===== src/rtl/seq_divider.sv =====
// seq_divider
//   Iterative restoring divider. Takes a double-width unsigned dividend and a
//   single-width unsigned divisor. Produces a double-width quotient and a
//   single-width remainder, one quotient bit per clock, MSB first.
//
// Ports
//   clk          clock, all state on rising edge
//   rst_n        asynchronous reset, active-high (asserted = 1)
//   in_valid     dividend_in/divisor_in valid
//   in_ready     block can accept an operand pair (IDLE only)
//   dividend_in  unsigned dividend, DOUBLE_DATA_WIDTH bits
//   divisor_in   unsigned divisor, DATA_WIDTH bits
//   out_valid    result valid (DONE only)
//   out_ready    consumer takes the result
//   quot_out     unsigned quotient, DOUBLE_DATA_WIDTH bits
//   rem_out      unsigned remainder, DATA_WIDTH bits
//   div_by_zero  result came from a zero divisor

`ifndef DATA_WIDTH
`define DATA_WIDTH 8
`endif

module seq_divider #(
  parameter int DATA_WIDTH        = `DATA_WIDTH,
  parameter int DOUBLE_DATA_WIDTH = 2 * DATA_WIDTH
) (
  input  logic                         clk,
  input  logic                         rst_n,
  input  logic                         in_valid,
  output logic                         in_ready,
  input  logic [DOUBLE_DATA_WIDTH-1:0] dividend_in,
  input  logic [DATA_WIDTH-1:0]        divisor_in,
  output logic                         out_valid,
  input  logic                         out_ready,
  output logic [DOUBLE_DATA_WIDTH-1:0] quot_out,
  output logic [DATA_WIDTH-1:0]        rem_out,
  output logic                         div_by_zero
);

  localparam int W   = DATA_WIDTH;
  localparam int DW  = DOUBLE_DATA_WIDTH;
  localparam int CW  = $clog2(DW);
  localparam logic [CW-1:0] LAST = CW'(DW - 1);

  typedef enum logic [1:0] {IDLE, BUSY, DONE} state_t;

  state_t r_state;
  state_t w_state_next;

  logic [DW-1:0] r_dividend;   // shifts left, MSB feeds the trial subtract
  logic [W-1:0]  r_divisor;
  logic [W-1:0]  r_prem;       // partial remainder
  logic [DW-2:0] r_quot;       // quotient bits gathered so far
  logic [CW-1:0] r_count;
  logic          r_zero;       // operation has a zero divisor

  logic [DW-1:0] r_quot_out;
  logic [W-1:0]  r_rem_out;
  logic          r_dbz;

  logic          w_accept;
  logic          w_last;
  logic [W:0]    w_trial;
  logic          w_ge;
  logic [W-1:0]  w_diff;
  logic [W-1:0]  w_prem_next;
  logic [DW-1:0] w_quot_next;

  assign w_accept = in_valid && (r_state == IDLE);
  assign w_last   = (r_count == LAST);

  // One restoring step. When trial >= divisor the true difference is below
  // 2^W, so the low W bits of the narrow subtract are exact.
  assign w_trial     = {r_prem, r_dividend[DW-1]};
  assign w_ge        = (w_trial >= {1'b0, r_divisor});
  assign w_diff      = w_trial[W-1:0] - r_divisor;
  assign w_prem_next = w_ge ? w_diff : w_trial[W-1:0];
  assign w_quot_next = {r_quot, w_ge};

  // State register
  always_ff @(posedge clk or posedge rst_n) begin
    if (rst_n) begin
      r_state <= IDLE;
    end else begin
      r_state <= w_state_next;
    end
  end

  // Next-state logic
  always_comb begin
    w_state_next = r_state;
    case (r_state)
      IDLE:    if (in_valid)  w_state_next = BUSY;
      BUSY:    if (w_last)    w_state_next = DONE;
      DONE:    if (out_ready) w_state_next = IDLE;
      default:                w_state_next = IDLE;
    endcase
  end

  // in_ready is held low for the whole time reset is asserted.
  assign in_ready  = (r_state == IDLE) && !rst_n;
  assign out_valid = (r_state == DONE);

  // Datapath and result registers
  always_ff @(posedge clk or posedge rst_n) begin
    if (rst_n) begin
      r_dividend <= '0;
      r_divisor  <= '0;
      r_prem     <= '0;
      r_quot     <= '0;
      r_count    <= '0;
      r_zero     <= 1'b0;
      r_quot_out <= '0;
      r_rem_out  <= '0;
      r_dbz      <= 1'b0;
    end else if (w_accept) begin
      r_dividend <= dividend_in;
      r_divisor  <= divisor_in;
      r_prem     <= '0;
      r_quot     <= '0;
      r_zero     <= (divisor_in == '0);
      // A zero divisor spends one settle cycle with no arithmetic, which
      // places its result one edge after the accept.
      r_count    <= (divisor_in == '0) ? LAST : '0;
    end else if (r_state == BUSY) begin
      if (!r_zero) begin
        r_dividend <= {r_dividend[DW-2:0], 1'b0};
        r_prem     <= w_prem_next;
        r_quot     <= w_quot_next[DW-2:0];
      end
      r_count <= r_count + 1'b1;
      // Results become visible only on entry to DONE.
      if (w_last) begin
        if (r_zero) begin
          r_quot_out <= '1;
          r_rem_out  <= r_dividend[W-1:0];
          r_dbz      <= 1'b1;
        end else begin
          r_quot_out <= w_quot_next;
          r_rem_out  <= w_prem_next;
          r_dbz      <= 1'b0;
        end
      end
    end
  end

  assign quot_out    = r_quot_out;
  assign rem_out     = r_rem_out;
  assign div_by_zero = r_dbz;

endmodule


===== config.mk =====
export PLATFORM = sky130hd
export DESIGN_NAME = seq_divider
export DESIGN_NICKNAME = d
export VERILOG_FILES = /design/src/rtl/seq_divider.sv
export SDC_FILE = /design/constraint.sdc
export NUM_CORES = 1
export LEC_CHECK = 0
export ABC_AREA = 1
export CORE_ASPECT_RATIO = 0.8
export CORE_MARGIN = 2
export CORE_UTILIZATION = 49
export CTS_CLUSTER_SIZE = 14
export DETAILED_ROUTE_END_ITERATION = 16
export PLACE_DENSITY = 0.72
export REMOVE_ABC_BUFFERS = 1
export SYNTH_ARGS = -nofsm -noshare
export SYNTH_HDL_FRONTEND = slang
export SYNTH_SLANG_ARGS = --single-unit

===== constraint.sdc =====
create_clock -name clk -period 2.4 [get_ports clk]
set_clock_uncertainty 0.15 [all_clocks]
set_input_delay 0.36 -clock clk [delete_from_list [all_inputs] [get_ports clk]]
set_output_delay 0.36 -clock clk [all_outputs]
set_load 0.02 [all_outputs]

-- Word level (Yosys, flattened, before mapping)
Cells that the tools add are included.
- register bits: 79
- bits of input ports: 28
- logic and storage cells: 50
- add/sub/neg operators: 2
- magnitude comparators: 1
- equality and inequality tests: 7
- mux-type cells: 20
- bitwise operators: 1
- reductions and logical operators: 9
- operators by type and width (kind ; count):
    two-way mux 16 bit ; 4
    two-way mux 15 bit ; 3
    two-way mux 8 bit ; 5
    two-way mux 4 bit ; 3
    >= comparator 9 x 8 -> 1 bit ; 1
    logical NOT 8 bit ; 1
    subtractor 8 bit ; 1
    two-way mux 2 bit ; 3
    one-hot mux 2 bit (3 select lines) ; 1
    AND reduction 3 bit ; 2
    adder 4 x 1 -> 4 bit, second input constant ; 1
    equality test 4 bit, second input constant ; 1
    != test 2 x 1 -> 1 bit, second input constant ; 2
    != test 2 bit, second input constant ; 2
    equality test 2 x 1 -> 1 bit, second input constant ; 1
    equality test 2 bit, second input constant ; 1
    logical AND 1 bit ; 2
    logical NOT 2 bit ; 1
    AND reduction 2 bit ; 1
    nonzero test 2 bit ; 1
    logical NOT 1 bit ; 1
    two-way mux 1 bit ; 1
    inverter 1 bit ; 1

-- Logic depth before layout (Yosys ltp)
- depth in word-level cells: 5
- gate-level depth with buffers: 12
- depth with buffers taken out: 12

-- Least setup slack after synthesis
No wires, ideal clock.
- path type: reg-to-reg
- start: register r_prem[5]
- end: register r_prem[4]
- setup time: 0.117 ns
- arrival: 1.520 ns
- data required time: 2.133 ns
- slack: 0.613 ns
- cell stages (with the launch flop): 12
- clock period less this slack: 1.787 ns
- path through: dfrtp_1 ha_1 nand2_1 nand2_1 nand2_1 nand2_1 nor2_2 nand2_4 nand2_1 nand2_1 nand2_1 nand2_1
- cells in the longest elaborated chain, start to end: 5
- ends and longest elaborated chain (item ; line ; text):
    start, declared ; 52 ; logic [W-1:0] r_prem;
    start signal, assigned ; 128 ; r_prem <= w_prem_next;
    >= comparator 9 x 8 -> 1 bit ; 75 ; assign w_ge = (w_trial >= {1'b0, r_divisor});
    two-way mux 8 bit ; 77 ; assign w_prem_next = w_ge ? w_diff : w_trial[W-1:0];
    two-way mux 8 bit ; 126 ; if (!r_zero) begin
    two-way mux 8 bit ; 125 ; end else if (r_state == BUSY) begin
    two-way mux 8 bit ; 116 ; end else if (w_accept) begin
Every way passes these cells. The select of a mux whose other input is x is not followed.
A chain may end at the register's enable or synchronous reset.

-- Worst setup path in the final report
- start: register r_state[1]
- end: output in_ready
- cells in the longest elaborated chain, start to end: 2
- ends and longest elaborated chain (item ; line ; text):
    start, declared ; 47 ; state_t r_state;
    start signal, assigned ; 85 ; r_state <= w_state_next;
    logical NOT 2 bit ; 101 ; assign in_ready = (r_state == IDLE) && !rst_n;
    logical AND 1 bit ; 101 ;
    end, declared ; 30 ; output logic in_ready,
Every way passes these cells.

==> results.yml <==
outcome:
  outcome: "finished clean"
logic_synthesis:
  synth_flop_cell: "dfrtp_1"
  synth_edf_count: 0
  yosysMostFrequentCell: "nand2_1"
  synth_top_area_share_pct: 51.2
  synth_cells: 442
  ys_seq_area_share_pct: 51.2
  ys_seq_elements: 79
  synth_warnings: 0
  yosysUniqueCellTypes: 38
  yosys-top-cells-count: "111 x nand2_1, 79 x dfrtp_1, 50 x nand3_1"
  yosys.area.top_type: "dfrtp_1"
  syn_avg_cell_area_um2: 8.74
  syn-cell-area_um2: 3860
  synthArstFlopShare_pct: 100
  netlist_top_cells_area: "dfrtp_1 51%, nand2_1 11%, nand3_1 6.5%"
power:
  p_comb_share_pct: 52.1
  power_density_nw_per_um2: 1550
  vdd_drop_max_v: 0.000702
  p_seq_share_pct: 31.9
  p_clk_share_pct: 16.0
  netSwitchingPower_mw: 3.18
  p_sw_share_pct: 43.4
  total_power_mw: 7.34
  p_int_mw: 4.15
  p_leak_nw: 2.22
layout:
  multi_input_area_um2: 1590
  utilization_pct: 63.0
  nFillCells: 628
  regArea_um2: 1980
  insertedDiodeCount: 0
  fin_cells: 608
  drive_gt1_share_pct: 8.15
  design_area_um2: 4750
  area_delta_synth_final_pct: 22.9
  nNetsFinal: 536
detailed_routing:
  vias: 3320
  drt.antenna.violating_nets: 0
  drc: 0
  totalWireLength_um: 9250
  drtIter0Drc: 278
  first_pass_iters: 5
  drt-wirelength-per-cell_um: 15.2
  vias_per_cell: 5.46
critical_path:
  cp-end-kind: "primary output"
  crit_required_ps: 1890
  cp_max_fo: 3
  path_class: "reg -> out"
  cp.arrival_ps: 1590
  startpoint_type: "flop"
placement:
  place_area_um2: 4510
  gp_congestion: 0.887
  port_buffers: 54
  place_worst_setup_slack_ps: 333
  dp_hpwl_um: 6370
  post-place-cells: 592
sta:
  fin_crit_sh_pct: 87.4
  fmax_mhz: 477
  hold_viol: 0
  rsz0062_at_grt: "false"
  setup_tns_ps: 0
  slew_headroom_pct: 67.8
  fin_hold_ws_ps: 294
  drv_slew: 0
  fin_crit_ps: 2100
  tightest_slew_ps: 481
  fin_ws_ps: 302
  setup_violations: 0
global_route:
  antenna_found_initial: 0
  grt_max_degree: 80
  gr-total-overflow: 0
  grt_usage_pct: 22.9
  grt_first_pass_wirelength_um: 15400
  grt_pass1_vias: 3148
floorplan:
  die-area_um2: 8620
  io_pins: 55
  initial_core_util_pct: 51.3
  die_y_um: 83.4
  fp.dieW_um: 103
  rows: 28
  core_um2: 7530
clock_network:
  clkSlewWorstSetupHoldPaths_ps: 80
  clock_path_buffers: 2
  cts_sinks: 79
  cts-root-buf: "clkbuf_8"
  cts_tree: "done"
  clock_latency_ps: 350
  htree_levels: 3
  holdBufCountCts: 0
  cts_setup_buffers: 0
  cts_resized: 0
  cts_buffers: 9
min_path:
  holdCritPathClass: "in -> async"
job:
  cap_viol_max_count: 0
-- area by class of cell --
class                      instances  area share [%]
inverter                          51            4.03
sequential                        79            41.6
tap                              105            2.77
clock inverter                     4            1.61
clock buffer                      12            3.48
timing repair buffer              63            13.1
multi-input combinational        294            33.4
-- logic make-up (layout without fill, tap and decap cells) --
group                      after synthesis  count (layout)  synth area share [%]
AOI/OAI and AO/OA                       83              83                  13.6
xor gates and xnor gates                 4               4                 0.907
adders and majority gates               10              10                  3.43
buffers and inverters                   69             130                  7.80
DFF                                     79              79                  51.2
and+or+nand+nor                        197             197                  23.1
-- cell usage in the layout, fill, tap and decap left out, drive strengths merged, types with 2 or more instances in the layout --
cell / count
a21oi: 5
buf: 9
bufinv: 2
clkbuf: 12
clkdlybuf4s50: 54
dfrtp: 79
ha: 9
inv: 51
nand2: 113
nand3: 52
nand3b: 3
nand4: 2
nor2: 19
nor3: 3
o211ai: 6
o21ai: 52
o32a: 14
or2: 4
xnor2: 2
xor2: 2
-- worst max-delay path, stage by stage (launching register included) --
cell and delay [ps]:
dfrtp_1 430, nor3_1 190, clkdlybuf4s50_1 620
-- registers in the layout (all words and copies together) (netlist names) --
register	count
r_divisor	8
r_zero	1
r_count	4
r_quot	15
div_by_zero	1
rem_out	8
r_dividend	16
r_state	2
quot_out	16
r_prem	8
-- path summary, 6_finish.rpt --
check                                   startpoint                 endpoint  slack (ps)  cells past startpoint
max                         r_state[1]$_DFFE_PP0P_                 in_ready         300                      2
min                                          rst_n    r_quot[1]$_DFFE_PP0P_         290                      3
max reg2reg                  r_prem[2]$_DFFE_PP0P_   rem_out[5]$_DFFE_PP0P_         320                     10
min reg2reg                div_by_zero$_DFFE_PP0P_  div_by_zero$_DFFE_PP0P_         330                      2
max in group asynchronous                    rst_n    r_quot[6]$_DFFE_PP0P_        1470                      3
min in group clk           div_by_zero$_DFFE_PP0P_  div_by_zero$_DFFE_PP0P_         330                      2
-- power by group through the flow --
| stage | logic (mW) | clock network (mW) | registers (mW) |
|---|---|---|---|
| floorplan | 2.38 | 0 | 2.50 |
| global placement | 3.67 | 0 | 2.33 |
| detailed placement | 3.77 | 0 | 2.35 |
| CTS | 3.82 | 1.19 | 2.33 |
| global route | 4.28 | 1.27 | 2.40 |
| finish | 3.82 | 1.17 | 2.34 |
-- metal layers --
| metal | up-vias | share of wire (%) | global-route usage, % |
|---|---|---|---|
| met4 | 0 | 0.98 | 4.55 |
| met1 | 1621 | 50 | 35.0 |
| met3 | 10 | 5.0 | 6.14 |
| met2 | 106 | 44 | 33.0 |
| met5 | - | 0 | 0 |
| li1 | 1583 | - | - |
Note: power is estimated with default switching activity, not from simulation.
